===== src/rtl/axi_burst_master.sv =====
// AXI4 burst master: turns simple write/read commands into single INCR bursts.
// One transaction outstanding; W and R beats are streamed straight through.
module axi_burst_master #(
    parameter int DATA_WIDTH    = 64,
    parameter int ADDRESS_WIDTH = 32,
    parameter int ID_WIDTH      = 1,
    parameter int MASTER_ID     = 0
) (
    input  logic                      clk,
    input  logic                      rst,
    input  logic                      cmd_valid,
    output logic                      cmd_ready,
    input  logic                      cmd_write,
    input  logic [ADDRESS_WIDTH-1:0]  cmd_addr,
    input  logic [7:0]                cmd_len,
    input  logic                      wd_valid,
    output logic                      wd_ready,
    input  logic [DATA_WIDTH-1:0]     wd_data,
    input  logic [DATA_WIDTH/8-1:0]   wd_strb,
    output logic                      rd_valid,
    input  logic                      rd_ready,
    output logic [DATA_WIDTH-1:0]     rd_data,
    output logic                      rd_last,
    output logic                      rsp_valid,
    output logic                      rsp_write,
    output logic                      rsp_err,
    output logic [ID_WIDTH-1:0]       aw_id,
    output logic [ADDRESS_WIDTH-1:0]  aw_addr,
    output logic [7:0]                aw_len,
    output logic [2:0]                aw_size,
    output logic [1:0]                aw_burst,
    output logic [3:0]                aw_cache,
    output logic [2:0]                aw_prot,
    output logic [3:0]                aw_qos,
    output logic [3:0]                aw_region,
    output logic                      aw_valid,
    input  logic                      aw_ready,
    output logic [DATA_WIDTH-1:0]     w_data,
    output logic [DATA_WIDTH/8-1:0]   w_strb,
    output logic                      w_last,
    output logic                      w_valid,
    input  logic                      w_ready,
    input  logic [1:0]                b_resp,
    input  logic [ID_WIDTH-1:0]       b_id,
    input  logic                      b_valid,
    output logic                      b_ready,
    output logic [ID_WIDTH-1:0]       ar_id,
    output logic [ADDRESS_WIDTH-1:0]  ar_addr,
    output logic [7:0]                ar_len,
    output logic [2:0]                ar_size,
    output logic [1:0]                ar_burst,
    output logic [3:0]                ar_cache,
    output logic [2:0]                ar_prot,
    output logic [3:0]                ar_qos,
    output logic [3:0]                ar_region,
    output logic                      ar_valid,
    input  logic                      ar_ready,
    input  logic [ID_WIDTH-1:0]       r_id,
    input  logic [DATA_WIDTH-1:0]     r_data,
    input  logic [1:0]                r_resp,
    input  logic                      r_last,
    input  logic                      r_valid,
    output logic                      r_ready
);

    localparam int BYTES = DATA_WIDTH / 8;
    localparam int SZ    = $clog2(BYTES);

    typedef enum logic [2:0] {
        S_IDLE, S_AW, S_W, S_B, S_AR, S_R, S_ERR
    } state_t;

    state_t                     state, state_d;
    logic [ADDRESS_WIDTH-1:0]   addr_q;
    logic [7:0]                 len_q;
    logic                       write_q;
    logic [7:0]                 beat;
    logic                       rd_err_q;
    logic                       done;
    logic                       done_err;

    logic [ADDRESS_WIDTH-1:0]   aligned;
    logic [16:0]                span;
    logic [16:0]                end_off;
    logic                       cross_4k;
    logic                       accept;
    logic                       last_beat;
    logic                       w_hs;
    logic                       r_hs;
    logic                       r_err_now;

    logic                       unused_ids;

    assign unused_ids = ^{b_id, r_id};

    assign aligned  = cmd_addr & ~ADDRESS_WIDTH'(BYTES - 1);
    assign span     = ({9'd0, cmd_len} + 17'd1) * 17'(BYTES);
    assign end_off  = {5'd0, aligned[11:0]} + span;
    assign cross_4k = end_off > 17'd4096;

    assign accept    = cmd_valid && cmd_ready;
    assign last_beat = (beat == len_q);
    assign w_hs      = (state == S_W) && wd_valid && w_ready;
    assign r_hs      = (state == S_R) && r_valid && rd_ready;
    assign r_err_now = (r_resp != 2'b00)
                     || (r_last && !last_beat)
                     || (last_beat && !r_last);

    // Fixed AXI attributes; addresses come from the aligned latched command
    assign aw_id     = ID_WIDTH'(MASTER_ID);
    assign aw_addr   = addr_q;
    assign aw_len    = len_q;
    assign aw_size   = 3'(SZ);
    assign aw_burst  = 2'b01;
    assign aw_cache  = 4'b0011;
    assign aw_prot   = 3'b000;
    assign aw_qos    = 4'b0000;
    assign aw_region = 4'b0000;
    assign ar_id     = ID_WIDTH'(MASTER_ID);
    assign ar_addr   = addr_q;
    assign ar_len    = len_q;
    assign ar_size   = 3'(SZ);
    assign ar_burst  = 2'b01;
    assign ar_cache  = 4'b0011;
    assign ar_prot   = 3'b000;
    assign ar_qos    = 4'b0000;
    assign ar_region = 4'b0000;

    assign w_data  = wd_data;
    assign w_strb  = wd_strb;
    assign rd_data = r_data;
    assign rd_last = r_last;

    // State register
    always_ff @(posedge clk) begin
        if (rst) state <= S_IDLE;
        else     state <= state_d;
    end

    // Next state, channel enables and completion detection
    always_comb begin
        state_d   = state;
        cmd_ready = (state == S_IDLE) && !rst;
        aw_valid  = 1'b0;
        ar_valid  = 1'b0;
        w_valid   = 1'b0;
        wd_ready  = 1'b0;
        w_last    = 1'b0;
        b_ready   = 1'b0;
        rd_valid  = 1'b0;
        r_ready   = 1'b0;
        done      = 1'b0;
        done_err  = 1'b0;
        unique case (state)
            S_IDLE: begin
                if (accept) begin
                    if (cross_4k)       state_d = S_ERR;
                    else if (cmd_write) state_d = S_AW;
                    else                state_d = S_AR;
                end
            end
            S_ERR: begin
                state_d  = S_IDLE;
                done     = 1'b1;
                done_err = 1'b1;
            end
            S_AW: begin
                aw_valid = 1'b1;
                if (aw_ready) state_d = S_W;
            end
            S_W: begin
                w_valid  = wd_valid;
                wd_ready = w_ready;
                w_last   = last_beat;
                if (w_hs && last_beat) state_d = S_B;
            end
            S_B: begin
                b_ready = 1'b1;
                if (b_valid) begin
                    state_d  = S_IDLE;
                    done     = 1'b1;
                    done_err = (b_resp != 2'b00);
                end
            end
            S_AR: begin
                ar_valid = 1'b1;
                if (ar_ready) state_d = S_R;
            end
            S_R: begin
                rd_valid = r_valid;
                r_ready  = rd_ready;
                if (r_hs && (r_last || last_beat)) begin
                    state_d  = S_IDLE;
                    done     = 1'b1;
                    done_err = rd_err_q || r_err_now;
                end
            end
            default: state_d = S_IDLE;
        endcase
    end

    // Command latch, beat counter, sticky read error and response pulse
    always_ff @(posedge clk) begin
        if (rst) begin
            addr_q    <= '0;
            len_q     <= '0;
            write_q   <= 1'b0;
            beat      <= '0;
            rd_err_q  <= 1'b0;
            rsp_valid <= 1'b0;
            rsp_err   <= 1'b0;
            rsp_write <= 1'b0;
        end else begin
            rsp_valid <= done;
            if (done) begin
                rsp_err   <= done_err;
                rsp_write <= write_q;
            end
            if (accept) begin
                addr_q   <= aligned;
                len_q    <= cmd_len;
                write_q  <= cmd_write;
                beat     <= '0;
                rd_err_q <= 1'b0;
            end else if (w_hs) begin
                beat <= beat + 8'd1;
            end else if (r_hs) begin
                beat     <= beat + 8'd1;
                rd_err_q <= rd_err_q || r_err_now;
            end
        end
    end

endmodule


===== config.mk =====
export PLATFORM = sky130hd
export DESIGN_NAME = axi_burst_master
export DESIGN_NICKNAME = d
export VERILOG_FILES = /design/src/rtl/axi_burst_master.sv
export SDC_FILE = /design/constraint.sdc
export NUM_CORES = 1
export LEC_CHECK = 0
export CAP_MARGIN = 20
export CORE_AREA = 2 2 179 181
export DETAILED_ROUTE_END_ITERATION = 12
export DIE_AREA = 0 0 181 183
export PLACE_DENSITY = 0.57
export SYNTH_ARGS = -nofsm -noshare
export SYNTH_HDL_FRONTEND = slang
export SYNTH_SLANG_ARGS = --single-unit
export TNS_END_PERCENT = 1

===== constraint.sdc =====
create_clock -name clk -period 4 [get_ports clk]
set_clock_uncertainty 0.15 [all_clocks]
set_input_delay 1.2 -clock clk [delete_from_list [all_inputs] [get_ports clk]]
set_output_delay 1.2 -clock clk [all_outputs]
set_load 0.005 [all_outputs]

[Word-level counts from Yosys, hierarchy flattened]
Index checks and enable logic that the tools add are counted.
Operators by class
  shifts and indexed selects: 0
  multiplexer cells: 25
  reductions and logical operators: 24
  bitwise logic cells: 1
  div/mod/pow operators: 0
  $lt $le $gt $ge: 1
  $mul: 0
  add/sub/neg operators: 3
  eq/ne operators: 13
Operators with widths (count)
  $mux W3: 8
  $pmux W3 S6: 1
  $mux W8: 2
  $add A12 B12 Y13: 1
  $gt A13 B13 Y1 const B: 1
  $mux W1: 12
  $logic_and A1 B1 Y1: 10
  $add A8 B1 Y9 const B: 1
  $eq A3 B3 Y1 const B: 3
  $add A8 B1 Y8 const B: 1
  $eq A8 B8 Y1: 1
  $ne A2 B2 Y1 const B: 4
  $eq A3 B2 Y1 const B: 2
  $pmux W1 S3: 2
  $reduce_and A6 Y1: 1
  $reduce_bool A2 Y1: 3
  $logic_or A1 B1 Y1: 4
  $ne A2 B1 Y1 const B: 2
  $eq A3 B1 Y1 const B: 1
  $logic_not A1 Y1: 3
  $logic_not A3 Y1: 1
  $reduce_and A2 Y1: 1
  $reduce_or A2 Y1: 1
  $not A1 Y1: 1
Storage, ports and cells
  input port bits: 194
  bits in writable memories: 0
  logic and storage cells: 76
  latch bits: 0
  output and inout port bits: 271
  bits in read-only memories: 0
  memories kept: 0
  register bits: 53

[Longest topological paths before layout]
Gate-level depths: netlist (run 1).
  word-level depth: 8
  gate-level depth with buffers: 12
  gate-level depth less buffers: 12

[Worst setup path after synthesis (run 1)]
Ideal clock, no wire load.
  path kind: input -> register
  from: input cmd_len[0]
  to: register state[2]
  cell stages on the path: 8
  setup time: 0.136 ns
  slack: 0.558 ns
  path buffers: 0
  data arrival time: 3.156 ns
  data required time: 3.714 ns
  cells stage by stage: ha_1 fa_1 xor2_1 or4_1 a211oi_1 nand4_1 o41ai_2 o32ai_1
On the way
  word-level cells in the longest chain between the ends: 6
RTL lines
  start, declared: RTL line 15  | input logic [7:0] cmd_len,
  $add A8 B1 Y9: RTL line 97  | assign span = ({9'd0, cmd_len} + 17'd1) * 17'(BYTES);
  $add A12 B12 Y13: RTL line 98  | assign end_off = {5'd0, aligned[11:0]} + span;
  $gt A13 B13 Y1: RTL line 99  | assign cross_4k = end_off > 17'd4096;
  $mux W3: RTL line 157  | if (cross_4k) state_d = S_ERR;
  $mux W3: RTL line 156  | if (accept) begin
  $pmux W3 S6: RTL line 154  | unique case (state)
  end signal, assigned: RTL line 137  | else state <= state_d;
  end, declared: RTL line 73  | state_t state, state_d;
Every way passes these cells. The select of a mux whose other input is x is not followed.
A chain may end at the register's enable or synchronous reset.

[Final worst setup path (run 1)]
  from: input cmd_len[0]
  to: register state[0]
The elaborated chain is that of the path after synthesis.

==> results.md, run 1 <==
* Nets at approximately 750
* Crit-path slowest cell: or4_4
* Max Cap Violations at 0
* Crit path launch type: input pin
* Vias in the first global route at 3158
* Sequential cell area fraction in the yosys report at 23.3%
* Layout area overhead at 16.8%
* Initial Utilization at roughly 15%
* Final hold violations at 0
* Initial antenna violation count at 0
* CTS buffer count at 5
* WL/cell at ~15 um
* FF+latch count, synth at 53
* Global-route wire length before repair at 20600 um
* Crit path arrival time at 3880 ps
* CTS sink count at 53
* Least-Margin Pin Slew at about 550 ps
* Relative max-transition margin at 63.0%
* Status: complete, no violations
* Worst path most repeated cell: buf_4
* First-pass DRT Iterations at 4
* Total Neg Setup Slack at 0 ps
* Critical Path RT at 4080 ps
* Tot Pwr at 2.24 mW
* Crit path capture type: flop
* Area contributors post-synth: buf_4, dfxtp_1, nand2_1, nand3b_1, ha_1
* Endpoint of the worst register-to-register path: rsp_err$_SDFFE_PP0P_
* I/O Buffers at about 140
* Dpl hpwl at 11700 um
* Routed Antenna Nets at 0
* Hold path startpoint: ar_addr[28]$_SDFFE_PP0P_
* RSZ-0062 raised after global routing: no
* Final min period at 3800 ps
* Commonest register cell after synthesis: dfxtp_1
* Cell count of the worst hold path at 2
* FF/Latch Area at 1060 um2
* CTS tree: done
* Worst-path clk slew at ~70 ps
* Max Clk Rate at 263 MHz
* EDFF count, synth at 0
* Syn. warnings at 0
* Final period utilization at ~95%
* Die ar. at 33100 um2
* Hold EP: ar_addr[28]$_SDFFE_PP0P_
* Final WS setup at around 200 ps
* Number of fill cells in the layout at about 3600
* Via density at 3.44
* Min-Delay Path Class: flop to flop
* Critical path class: input pin to flop
* Design area at 5310 um2
* P_leak at 2.20 nW
* Async SR Flop Fraction at 0%
* Setup-failing EPs final at 0
* Reg2reg path depth at 7
* FP Rows at 65
* Total core area at 31200 um2
* CP max FO at 3
* 1st-iter DRT viols at 202
* Clock Latency Late Sink at 300 ps
* Post-route DRC at 0
* Max incr delay on CP at 510 ps
* Post-Syn Instances at 564
* Max-slew violation count at 0
* Num ports at between 400 and 500
* Dominant cell type by area after synthesis: buf_4
* PD cells at 422 nW/um2
* Yosys cell types at 58
* Hold-fix buffers, CTS at 0
* Pre-CTS setup slack at -343 ps
* Post-Route WL at 14600 um
* Clock Path Buffers at 2
* Gr ovfl total at 0
* R2r setup slk at around 1700 ps
* Top cells by count, synth: buf_4, nand2_1, dfxtp_1
* Via count at around 3300
* Worst vdd ir at 0.136 mV
* Share of cells above drive strength 1 at roughly 11%
* H-tree levels at 2
* Mapped Avg Cell Area at 8.06 um2
* Inserted Diodes at 0
* Largest net degree at the start of global routing at 48
* Top cell type's share of synthesized area at 36.7%
* Multi-input gate area at 1970 um2
* Most common cell in the netlist: buf_4
* Width of the die at 181 um
* CP Cell Sequence: dlymetal6s2s_1, buf_4, inv_1, ha_2, fa_2, or4_4, a211oi_2, nand4_1, o41ai_2, buf_4, nor2_1, o22ai_1
* Synthesized area at around 4500 um2
* CTS Root Cell: clkbuf_16
* DP Area at 5050 um2
* R2R Path Start: ar_len[7]$_SDFFE_PP0P_
* GP Congestion at 0.741
* Gr usage total at 8.47%
* Die Y at approximately 180 um
[logic make-up after synthesis]
| logic type | share of synthesized area (%) |
|---|---|
| simple gates | 21.7 |
| other cells | 0.165 |
| flops | 23.3 |
| compound gates | 6.91 |
| xor+xnor | 4.43 |
| buf+inv | 38.6 |
| mux | 1.10 |
| fa+ha+maj | 3.74 |
[sequential cells by signal (all words and copies together), names as in the netlist]
name       flops
rd_err_q       1
rsp_valid      1
state          3
beat           8
rsp_write      1
rsp_err        1
ar_addr       29
write_q        1
ar_len         8
[power breakdown]
| part | internal [mW] | switching, mW | total (mW) |
|---|---|---|---|
| Clock | 0.313 | 0.215 | 0.528 |
| Combinational | 0.557 | 0.392 | 0.949 |
| Sequential | 0.630 | 0.136 | 0.766 |
| Total | 1.50 | 0.742 | 2.24 |
[cell usage in the layout (no fill, tap or decap), types with 2 or more instances in the layout]
cell and n:
xor2_1 8, buf_4 25, nand2_1 83, mux2i_1 5
dlymetal6s2s_1 6, clkbuf_16 5, or4_1 2, nor3_1 2
nor2_1 19, conb_1 48, ha_1 10, a21oi_1 5
o21a_1 2, nand4_1 6, clkdlybuf4s50_1 132, o21ai_0 8
dfxtp_1 53, and2_1 2, xnor2_1 13, a21o_1 3
or3_1 4, nand3b_1 38, inv_1 3, nand3_1 2
nor2b_1 2, and3_1 7, nand2b_1 3, or2_2 2
or2b_1 2, a21oi_2 2
[metal layers]
metal / GRT usage [%] / up-vias / share of wire [%]
met5: 0 / - / 0
li1: - / 1525 / -
met4: 5.37 / 0 / 5.2
met3: 4.88 / 71 / 13
met2: 13.6 / 219 / 46
met1: 8.46 / 1437 / 36
[critical path, delay by kind of cell]
| family | cells | cell delay [ps] |
|---|---|---|
| simple gates | 3 | 750 |
| buf+inv | 4 | 540 |
| fa+ha+maj | 2 | 630 |
| compound gates | 3 | 740 |
[final cells by class]
type	instances	share of cell area [%]
clock buffer	6	2.61
tap	402	9.47
multi-input combinational	315	37.1
clock inverter	2	0.707
sequential	53	20.0
inverter	3	0.212
timing repair buffer	164	29.9
[how the worst max path moves through the flow]
| stage | depth (start not counted) | startpoint | slack (ps) | end |
|---|---|---|---|---|
| after global placement | 13 | cmd_len[0] | -250 | state[0]$_SDFFE_PP0P_ |
| after CTS | 13 | cmd_len[0] | 5 | state[0]$_SDFFE_PP0P_ |
| after global routing | 12 | cmd_len[0] | 20 | state[0]$_SDFFE_PP0P_ |
| final | 12 | cmd_len[0] | 200 | state[0]$_SDFFE_PP0P_ |
| after detailed placement | 12 | cmd_len[0] | -340 | state[1]$_SDFFE_PP0P_ |
| after floorplan | 8 | cmd_len[0] | 560 | state[2]$_SDFFE_PP0P_ |
[through the flow]
stage | utilization, % | hold WS (ps) | cells
finish | 17.0 | 339 | 945
global route | 17.0 | 372 | 945
CTS | 16.7 | 349 | 944
detailed placement | 16.2 | 331 | 936
global placement | 16.2 | 329 | 936
floorplan | - | 306 | 610
[repair_timing]
item                       CTS  global route
setup buffers                0             1
gates cloned                 0             0
gates resized for setup      0            18
setup endpoints to repair    1             3
pin swaps                    1             9
(Power assumes the default switching activity.)
==> inputs of run 2 (changes only) <==
Settings changed: CORE_AREA 2 2 179 181 to 3 3 180 182, DIE_AREA 0 0 181 183 to 0 0 183 185.
==> results.md, run 2 (same netlist as run 1, synthesis figures left out) <==
* Status: complete, no violations (unchanged)
* CTS buffer count at 5 (unchanged)
* Total Neg Setup Slack at 0 ps (unchanged)
* Inserted Diodes at 0 (unchanged)
* Initial Utilization at 14.8% (was 14.6%)
* R2r setup slk at 1710 ps (about the same)
* Post-route DRC at 0 (unchanged)
* Crit path capture type: flop (unchanged)
* Initial antenna violation count at 0 (unchanged)
* Critical path class: input pin to flop (unchanged)
* Worst vdd ir at 0.154 mV (was 0.136 mV)
* Max-slew violation count at 0 (unchanged)
* Worst-path clk slew at 80 ps (was 70 ps)
* Max Clk Rate at 261 MHz (was 263 MHz)
* Least-Margin Pin Slew at 536 ps (was 555 ps)
* Design area at 5270 um2 (was 5310 um2)
* Final WS setup at 165 ps (was 201 ps)
* Die ar. at 33900 um2 (was 33100 um2)
* Max incr delay on CP at 590 ps (was 510 ps)
* Hold EP: ar_addr[29]$_SDFFE_PP0P_ (was ar_addr[28]$_SDFFE_PP0P_)
* Share of cells above drive strength 1 at 10.6% (was 11.0%)
* Reg2reg path depth at 6 (was 7)
* H-tree levels at 2 (unchanged)
* Max Cap Violations at 0 (unchanged)
* Clock Path Buffers at 2 (unchanged)
* Gr ovfl total at 0 (unchanged)
* RSZ-0062 raised after global routing: no (unchanged)
* Buf+Inv Stages, Crit Path at 1 (was 4)
* 1st-iter DRT viols at 121 (was 202)
* Min-Delay Path Class: flop to flop (unchanged)
* Final hold violations at 0 (unchanged)
* Hold WS at 343 ps (was 339 ps)
* Dpl hpwl at 11500 um (was 11700 um)
* DP Area at 5020 um2 (was 5050 um2)
* Final min period at 3840 ps (was 3800 ps)
* Layout area overhead at 15.9% (was 16.8%)
* Vias in the first global route at 3111 (was 3158)
* Post-Route WL at 14500 um (was 14600 um)
* Endpoint of the worst register-to-register path: ar_addr[14]$_SDFFE_PP0P_ (was rsp_err$_SDFFE_PP0P_)
* Routed Antenna Nets at 0 (unchanged)
* Clock Latency Late Sink at 310 ps (was 300 ps)
* Final period utilization at 95.9% (was 95.0%)
* R2R Path Start: state[1]$_SDFFE_PP0P_ (was ar_len[7]$_SDFFE_PP0P_)
* Total core area at 30700 um2 (was 31200 um2)
* Pre-CTS setup slack at -294 ps (was -343 ps)
* Cell family with the largest share of critical-path delay: simple AND/OR/NAND/NOR gates (unchanged)
* CTS Root Cell: clkbuf_16 (unchanged)
* Crit path launch type: input pin (unchanged)
* Relative max-transition margin at 64.1% (was 63.0%)
* Num ports at 465 (unchanged)
* Cell count of the worst hold path at 2 (unchanged)
* Gr usage total at 7.95% (was 8.47%)
* CP max FO at 3 (unchanged)
* Max reg flops at 29 (unchanged)
* Most frequent cells in the layout: clkdlybuf4s50_1, nand2_1, dfxtp_1 (unchanged)
* Setup-failing EPs final at 0 (unchanged)
* CTS tree: done (unchanged)
* I/O Buffers at 139 (unchanged)
* Hold path startpoint: ar_addr[29]$_SDFFE_PP0P_ (was ar_addr[28]$_SDFFE_PP0P_)
* WL/cell at 15.4 um (was 15.5 um)
* Largest net degree at the start of global routing at 48 (unchanged)
* GP Congestion at 0.696 (was 0.741)
* Width of the die at 183 um (was 181 um)
* Final core occ at 17.1% (was 17.0%)
* Die Y at 185 um (was 183 um)
* Critical Path RT at 4090 ps (was 4080 ps)
* FP Rows at 64 (was 65)
* PD cells at 418 nW/um2 (was 422 nW/um2)
* Crit path arrival time at 3920 ps (was 3880 ps)
* Nets at 746 (was 749)
* P_leak at 2.17 nW (was 2.20 nW)
* Global-route wire length before repair at 20100 um (was 20600 um)
* CP Cell Sequence: clkdlybuf4s50_1, fa_2, or4_4, a211oi_2, nand4_1, o41ai_4, nor2_1, o22ai_1 (was dlymetal6s2s_1, buf_4, inv_1, ha_2, fa_2, or4_4, a211oi_2, nand4_1, o41ai_2, buf_4, nor2_1, o22ai_1)
* Crit-path slowest cell: clkdlybuf4s50_1 (was or4_4)
* First-pass DRT Iterations at 4 (unchanged)
* Via count at 3267 (was 3252)
* Commonest non-fill, non-tap cell in the layout: clkdlybuf4s50_1 (unchanged)
* Via density at 3.49 (was 3.44)
* CTS sink count at 53 (unchanged)
-- run 2: power by group --
part / switching [mW] / internal [mW] / leakage (nW) / total, mW
logic: 0.400 / 0.556 / 1.66 / 0.956
clock network: 0.250 / 0.242 / 0.0763 / 0.492
registers: 0.123 / 0.630 / 0.434 / 0.753
-- run 2: routing by layer --
layer | up-vias | routed length, um | share of wire [%] | global-route usage, %
met5 | - | 0 | 0 | 0
met4 | 0 | 666 | 4.6 | 4.27
met3 | 62 | 1690 | 12 | 3.53
met2 | 220 | 6600 | 46 | 12.7
met1 | 1457 | 5500 | 38 | 8.91
li1 | 1528 | - | - | -
-- run 2: worst max-delay path by stage --
stage	from	to	slack (ps)	cells past startpoint
detailed placement	cmd_len[0]	state[2]$_SDFFE_PP0P_	-290	12
global placement	cmd_len[0]	state[2]$_SDFFE_PP0P_	-250	11
CTS	cmd_len[0]	state[2]$_SDFFE_PP0P_	40	12
finish	cmd_addr[4]	state[0]$_SDFFE_PP0P_	160	8
floorplan	cmd_len[0]	state[2]$_SDFFE_PP0P_	560	8
global route	cmd_len[4]	state[0]$_SDFFE_PP0P_	40	10
-- run 2: metrics by stage --
stage               power (mW)  cells
floorplan                 1.40    610
global placement          1.72    927
detailed placement        1.73    927
CTS                       2.25    935
global route              2.38    936
finish                    2.20    936
-- run 2: timing repair --
item	in CTS	in global routing
endpoints found under the setup margin	0	3
gates resized for setup	0	18
setup buffers	0	1
hold buffers	0	0
-- run 2: tightest hold or removal path, stage by stage (launching register included) --
cell      delay [ps]
dfxtp_1          330
nand3b_1          80
nand2_1           50
-- run 2: cell type report --
class                   instances  area (um2)
clock buffers                   5         125
clock inverters                 3        28.8
fillers                      3491       25500
inverters                       3        11.3
multi-input cells             315        1980
flip-flops and latches         53        1060
well taps                     396         495
repair buffers                161        1560
==> inputs of run 3 (changes only) <==
Settings changed: CELL_PAD_IN_SITES_DETAIL_PLACEMENT set to 0, CELL_PAD_IN_SITES_GLOBAL_PLACEMENT set to 1, CORE_AREA 3 3 180 182 to 10 10 171 173, DIE_AREA 0 0 183 185 to 0 0 181 183, PLACE_DENSITY 0.57 to 0.88.
==> results.md, run 3 (same netlist as run 1, synthesis figures left out) <==
* Status: complete, no violations (unchanged)
* Total core area at 25800 um2 (was 30700 um2)
* Relative max-transition margin at 46.3% (was 64.1%)
* Clock Path Buffers at 2 (unchanged)
* Share of cells above drive strength 1 at 10.0% (was 10.6%)
* WL/cell at 17.2 um (was 15.4 um)
* Max Clk Rate at 257 MHz (was 261 MHz)
* Final min period at 3890 ps (was 3840 ps)
* Final core occ at 20.1% (was 17.1%)
* Critical Path RT at 4080 ps (was 4090 ps)
* Max Cap Violations at 0 (unchanged)
* Hold path startpoint: ar_addr[20]$_SDFFE_PP0P_ (was ar_addr[29]$_SDFFE_PP0P_)
* Pre-CTS setup slack at -353 ps (was -294 ps)
* Initial antenna violation count at 0 (unchanged)
* Initial Utilization at 17.6% (was 14.8%)
* PD cells at 433 nW/um2 (was 418 nW/um2)
* Logic pwr share at 42.7% (was 43.4%)
* Switching share of power at 33.4% (was 35.1%)
* Inserted Diodes at 0 (unchanged)
* Layout area overhead at 13.9% (was 15.9%)
* Gr ovfl total at 0 (unchanged)
* Max-slew violation count at 0 (unchanged)
* Gr usage total at 8.44% (was 7.95%)
* CTS sink count at 53 (unchanged)
* P_int at 1.49 mW (was 1.43 mW)
* Crit path capture type: flop (unchanged)
* Crit path launch type: input pin (unchanged)
* Routed Antenna Nets at 0 (unchanged)
* Post-Route WL at 15000 um (was 14500 um)
* FF/Latch Area at 1060 um2 (unchanged)
* Clock Latency Late Sink at 300 ps (was 310 ps)
* Die Y at 183 um (was 185 um)
* Design area at 5180 um2 (was 5270 um2)
* CP max FO at 5 (was 3)
* Setup-failing EPs final at 0 (unchanged)
* Width of the die at 181 um (was 183 um)
* First-pass DRT Iterations at 6 (was 4)
* Nets at 745 (was 746)
* Cell family with the largest share of critical-path delay: simple AND/OR/NAND/NOR gates (unchanged)
* CTS buffer count at 5 (unchanged)
* Psw at 0.749 mW (was 0.773 mW)
* Critical path class: input pin to flop (unchanged)
* Tot Pwr at 2.24 mW (was 2.20 mW)
* Dpl hpwl at 12300 um (was 11500 um)
* Vias in the first global route at 3426 (was 3111)
* Least-Margin Pin Slew at 805 ps (was 536 ps)
* Final WS setup at 114 ps (was 165 ps)
* Clk pwr share at 23.6% (was 22.3%)
* FP Rows at 59 (was 64)
* DP Area at 4930 um2 (was 5020 um2)
* Final hold violations at 0 (unchanged)
* Num ports at 465 (unchanged)
* H-tree levels at 2 (unchanged)
* Hold WS at 342 ps (was 343 ps)
* Die ar. at 33100 um2 (was 33900 um2)
* Post-route DRC at 0 (unchanged)
* P_leak at 2.17 nW (about the same)
* Sequential share of power at 33.7% (was 34.2%)
* Worst vdd ir at 0.325 mV (was 0.154 mV)
* Commonest non-fill, non-tap cell in the layout: clkdlybuf4s50_1 (unchanged)
* Max reg flops at 29 (unchanged)
* Worst-path clk slew at 70 ps (was 80 ps)
* Largest net degree at the start of global routing at 48 (unchanged)
* RSZ-0062 raised after global routing: no (unchanged)
* CTS tree: done (unchanged)
* Min-Delay Path Class: flop to flop (unchanged)
* Critical Path Start: cmd_len[4] (was cmd_addr[4])
* Crit path arrival time at 3970 ps (was 3920 ps)
* R2R Path Start: state[1]$_SDFFE_PP0P_ (unchanged)
* I/O Buffers at 139 (unchanged)
* GP Congestion at 0.766 (was 0.696)
* Buf+Inv Stages, Crit Path at 2 (was 1)
* Global-route wire length before repair at 21700 um (was 20100 um)
* Max incr delay on CP at 550 ps (was 590 ps)
* Via count at 3251 (was 3267)
* CP Cell Sequence: clkdlybuf4s50_1, xnor2_2, ha_1, nor2b_1, or4_4, a211oi_2, nand4_1, o41ai_2, buf_4, nor2_1, o22ai_1 (was clkdlybuf4s50_1, fa_2, or4_4, a211oi_2, nand4_1, o41ai_4, nor2_1, o22ai_1)
* Number of fill cells in the layout at 2812 (was 3491)
* Via density at 3.72 (was 3.49)
* Crit-path slowest cell: clkdlybuf4s50_1 (unchanged)
* CTS Root Cell: clkbuf_16 (unchanged)
* 1st-iter DRT viols at 127 (was 121)
* Most frequent cells in the layout: clkdlybuf4s50_1, nand2_1, dfxtp_1 (unchanged)
* Final period utilization at 97.1% (was 95.9%)
* Multi-input gate area at 1960 um2 (was 1980 um2)
## run 3: changes by cell type in the layout (fill, tap and decap cells not counted)
cell | previous run | this run
ha_4 | 1 | 0
ha_2 | 1 | 2
o31ai_1 | 0 | 1
buf_4 | 22 | 21
o31ai_2 | 1 | 0
o41ai_2 | 0 | 1
clkinv_4 | 1 | 0
inv_8 | 1 | 0
bufinv_16 | 0 | 1
clkbuf_1 | 0 | 1
inv_6 | 1 | 0
o41ai_4 | 1 | 0
clkbuf_8 | 0 | 1
## run 3: power groups by stage
stage	clock, mW	combinational (mW)	sequential (mW)
after floorplan	0	0.671	0.725
after global placement	0	0.958	0.768
after detailed placement	0	0.969	0.771
after CTS	0.557	0.973	0.760
after global routing	0.571	1.05	0.778
final	0.529	0.957	0.756
## run 3: final cells by class
class,count,area share (%)
multi-input cells,315,37.8
repair buffers,160,30.1
flip-flops and latches,53,20.5
well taps,335,8.10
clock buffers,7,2.75
clock inverters,1,0.580
inverters,3,0.217
## run 3: layer usage
layer / vias to the layer above / GRT usage, % / wire length (um)
met5: - / 0 / 0
met4: 0 / 5.43 / 703
met3: 76 / 4.41 / 1740
met2: 219 / 13.6 / 7070
met1: 1444 / 8.48 / 5530
li1: 1512 / - / -
## run 3: what timing repair did
action | in CTS | in global routing
gates resized for setup | 1 | 14
setup buffers | 0 | 1
pin swaps | 1 | 9
setup endpoints to repair | 2 | 3
hold buffers | 0 | 0
## run 3: worst paths after layout
kind | end | slack (ps) | depth (start not counted)
max | state[0]$_SDFFE_PP0P_ | 110 | 11
min | ar_addr[20]$_SDFFE_PP0P_ | 340 | 2
max reg2reg | rd_err_q$_SDFFE_PP0P_ | 1710 | 5
min reg2reg | ar_addr[20]$_SDFFE_PP0P_ | 340 | 2
## run 3: per-stage QoR
step | TNS, ps | std cells
after floorplan | 0 | 610
after global placement | -745 | 865
after detailed placement | -997 | 865
after CTS | 0 | 873
after global routing | 0 | 874
final | 0 | 874
## run 3: worst reg2reg max path: stages, from the launching register on
cell,delay [ps]
dfxtp_1,670
nor4_1,140
buf_4,170
nand2_2,420
nand2b_1,400
nor3b_1,250
==> patch 1 (config.mk and constraints of run 2) <==
Reset style: asynchronous (`rst`), changed in 2 clocked blocks.
--- a/src/rtl/axi_burst_master.sv
+++ b/src/rtl/axi_burst_master.sv
@@ -132,7 +132,7 @@
     assign rd_last = r_last;
 
     // State register
-    always_ff @(posedge clk) begin
+    always_ff @(posedge clk or posedge rst) begin
         if (rst) state <= S_IDLE;
         else     state <= state_d;
     end
@@ -200,7 +200,7 @@
     end
 
     // Command latch, beat counter, sticky read error and response pulse
-    always_ff @(posedge clk) begin
+    always_ff @(posedge clk or posedge rst) begin
         if (rst) begin
             addr_q    <= '0;
             len_q     <= '0;
Function: differs if rst is asserted again (counterexample within 4 cycles, from zero or initial values and one cycle with rst high); with rst held inactive, the same outputs for 4 cycles.
==> patch 1 against run 2 <==
Die area unchanged; critical path depth down 5; sequential cell count unchanged; core utilization up 0.34 points; final area up 2.0%; area after synthesis up 2.8%; routed wire length down 2.2%; global-route usage down 0.13 points; count of clock-buffer cells in the layout up 2; non-clock buffer count up 5; setup slack worse by 39 ps; sequential power up 37%; total power up 42%; critical endpoint is now cmd_ready.
==> patch 1: results (changes against run 2) <==
[route]
via_count = 3282  ; was 3267
routed-wl-met2_um = 7080  ; was 6600 µm
met1_length_um = 4820  ; was 5500 µm
drtIter0Drc = 115  ; was 121
top_layer = met5  ; was met4
firstDrtPassIters = 4  ; unchanged
wl_met3_um = 1410  ; was 1690 µm
wl_per_cell_um = 15.0  ; was 15.4 µm
via_per_inst = 3.48  ; was 3.49

[placement]
place_ws_ps = -180  ; was -294 ps
place.gp.congestion = 0.743  ; was 0.696
placedCellCount = 935  ; was 927
hpwl_um = 11500  ; about the same
io_buffers = 139  ; unchanged

[synthesis]
synth_top_cells_by_count = buf_4, nand2_1, dfrtp_1  ; was buf_4, nand2_1, dfxtp_1
synth_top_area_share_pct = 36.0  ; was 36.7%
ys_warn_count = 0  ; unchanged
synth_area_leaders = buf_4, dfrtp_1, nand2_1  ; was buf_4, dfxtp_1, nand2_1
synthDistinctLibCells = 52  ; was 58
async_reset_ff_share_pct = 100  ; was 0%
synth_ff_type = dfrtp_1  ; was dfxtp_1
syn_avg_cell_area_um2 = 8.30  ; was 8.06 µm²
ys_seq_area_share_pct = 28.4  ; was 23.3%

[global_route]
grt.met1_usage_pct = 7.76  ; was 8.91%
antenna_found_initial = 1  ; was 0
grt_first_pass_wirelength_um = 19800  ; was 20100 µm
use_met2_pct = 13.5  ; was 12.7%
first_global_vias = 3139  ; was 3111
grt_util_met3_pct = 2.91  ; was 3.53%
global_route.usage.total_pct = 7.82  ; was 7.95%
grt_max_degree = 45  ; was 48

[run_status]
run_status = finished clean  ; unchanged

[setup_path]
arrival_ps = 2520  ; was 3920 ps
crit_path_max_fanout = 2  ; was 3

[finish]
largest_reg_flops = 29  ; unchanged
final_nets = 753  ; was 746
diodes = 0  ; unchanged
fill_cells = 3445  ; was 3491
drive_above_1_share_pct = 8.96  ; was 10.6%

[clocking]
clkTransAtPathRegs_ps = 70
cts-root-buf = clkbuf_16  ; unchanged
ctsHoldBuffers = 0  ; unchanged
h-tree-depth = 2  ; unchanged
cts_resized = 0  ; unchanged
cts_made_buffers = 5  ; unchanged
clk_path_buf_depth = 2  ; unchanged
insertion_delay_ps = 300
postCtsSetupBuffers = 0  ; unchanged

[die]
die_x_um = 183  ; unchanged

[hold_path]
hp-class = register to register  ; unchanged

[pwr]
ir_drop_uv = 162  ; was 154 µV
cellLeakagePower_nw = 2.37  ; was 2.17 nW

[timing]
max_freq_ghz = 0.258  ; was 0.261 GHz
slew_headroom_pct = 65.6  ; was 64.1%

==> patch 1: stage by stage <==
stage / instance area [µm²] / hold slack (ps)
after CTS: 5370 / 340
after detailed placement: 5200 / 323
final: 5370 / 334
after floorplan: 4840 / 290
after global routing: 5370 / 361
after global placement: 5200 / 317
==> patch 1: cell type report <==
cell class                      instances  area share (%)
Inverter                               10           0.699
Sequential cell                        53            24.7
Timing Repair Buffer                  166            29.9
Clock buffer                            7            2.65
Multi-Input combinational cell        310            32.3
Tap cell                              396            9.22
Clock inverter                          1           0.559
==> patch 1: worst paths after layout <==
kind                           from           to  slack, ps  cells past startpoint
hold reg to reg             write_q      write_q        330                      2
setup / recovery                rst    cmd_ready        130                      3
hold / removal              write_q      write_q        330                      2
setup reg to reg           state[1]      beat[0]       1640                      6
min in group asynchronous       rst  ar_addr[27]       1190                      2
max in group asynchronous       rst   ar_addr[5]       1950                      3
==> patch 1: critical path, stage by stage <==
cell,delay [ps]
clkdlybuf4s50_1,490
nor4_4,240
clkdlybuf4s50_1,590
==> patch 1: cell families (layout without fill, tap and decap cells) <==
kind of cell               count (synthesis)  count (layout)  share of synthesized area (%)
AOI/OAI and AO/OA                         49              49                           7.82
xor gates and xnor gates                  23              23                           4.31
adders and majority gates                 13              13                           3.64
buffers and inverters                    246             184                           38.3
DFF                                       53              53                           28.4
muxes                                      3               3                          0.777
other                                      2              48                          0.161
and+or+nand+nor                          174             174                           16.6
==> patch 1: power by group <==
part / leakage (nW) / internal (mW) / switching, mW
registers: 0.675 / 0.757 / 0.275
logic: 1.61 / 0.962 / 0.614
clock network: 0.0841 / 0.314 / 0.215
total: 2.37 / 2.03 / 1.10
==> patch 2 (settings of run 2) <==
Without the edit above. The parameter `ADDRESS_WIDTH` goes from 32 to 24.
--- a/src/rtl/axi_burst_master.sv
+++ b/src/rtl/axi_burst_master.sv
@@ -2,7 +2,7 @@
 // One transaction outstanding; W and R beats are streamed straight through.
 module axi_burst_master #(
     parameter int DATA_WIDTH    = 64,
-    parameter int ADDRESS_WIDTH = 32,
+    parameter int ADDRESS_WIDTH = 24,
     parameter int ID_WIDTH      = 1,
     parameter int MASTER_ID     = 0
 ) (
Ports: changed (resized ar_addr, aw_addr and cmd_addr); port bits go from 465 to 441. The function was not compared with the original's and may differ.
==> patch 2 against run 2 <==
Clock power grew 16%; setup slack improved by 100 ps; sequential cell count decreased by 8; area after synthesis is 6.4% lower; final area fell by 9.1%; synthesized cell count down 4.6%; total power shrank 26%; global-route usage decreased by 0.81 points; routed wire length shrank 12%; first-iteration DRC count fell by 4.1%; highest routed layer unchanged.
==> patch 2: results (changes against run 2) <==
[placement]
hpwl_um = 10200  ; was 11500 µm
io_buffers = 115  ; was 139
postPlaceCellArea_um2 = 4540  ; was 5020 µm²
place.gp.congestion = 0.709  ; was 0.696

[finish]
final_nets = 695  ; was 746
nMultiInputCombCells = 303  ; was 315
regArea_um2 = 901  ; was 1060 µm²
sh_seq_area_pct = 18.8  ; was 20.1%
clk_share_pct = 4.05  ; was 2.92%
area_growth_pct = 12.5  ; was 15.9%
finalNonFillerCells = 893  ; was 936
final.signal_inverter_count = 6  ; was 3
buf_share_pct = 27.2  ; was 29.7%
largest_reg_flops = 21  ; was 29

[global_route]
grt_max_degree = 43  ; was 48
grt_first_pass_wirelength_um = 17900  ; was 20100 µm
grt.met1_usage_pct = 8.25  ; was 8.91%
global_route.usage.total_pct = 7.14  ; was 7.95%

[setup_path]
worstSetupEndpoint = state[2]  ; was state[0]
arrival_ps = 3760  ; was 3920 ps
ff2ff_setup_slack_ps = 1620  ; was 1710 ps
worst-r2r-cell-count = 7  ; was 6

[run_status]
run_status = finished clean  ; unchanged

[hold_path]
whs_endpoint = write_q  ; was ar_addr[29]
min-delay-start = write_q  ; was ar_addr[29]

[synthesis]
synth_top_cells_by_count = buf_4, nand2_1, dfxtp_1  ; unchanged
synthAdderAreaFrac_pct = 4.00  ; was 3.74%
synth_area_leaders = buf_4, dfxtp_1, nand2_1  ; unchanged
synthXorXnorAreaFrac_pct = 4.94  ; was 4.43%
ys_seq_area_share_pct = 21.2  ; was 23.3%
synthDistinctLibCells = 52  ; was 58

[route]
via_per_inst = 3.40  ; was 3.49
wl_met3_um = 1420  ; was 1690 µm
firstDrtPassIters = 6  ; was 4
routed-wl-met2_um = 5510  ; was 6600 µm

[pwr]
cellLeakagePower_nw = 1.93  ; was 2.17 nW

[timing]
min_period_ps = 3730  ; was 3840 ps

## patch 2: changes by cell type in the layout (fill, tap and decap cells not counted), moves of 3 or more
cell	before	now
nor2_1	19	22
nand2_1	83	70
xor2_1	8	14
nand3_1	2	5
dfxtp_1	53	45
nand3b_1	38	31
clkdlybuf4s50_1	133	112
a211oi_1	1	5
inv_1	3	6
dlymetal6s2s_1	5	2
xnor2_1	13	10
and2_1	2	5
## patch 2: where the power goes
part	leakage, nW	internal [mW]	total (mW)	switching [mW]
combinational	1.47	0.290	0.528	0.238
sequential	0.369	0.491	0.540	0.0489
clock	0.0944	0.361	0.572	0.211
## patch 2: worst max-delay path: stages
cell and delay [ps]:
clkdlybuf4s50_1 570, nand3_2 130, xnor2_1 150, ha_1 300, a21o_1 220, buf_4 140
a31o_2 250, o21a_1 200, o21a_1 270, nor4b_2 260, a311oi_2 50
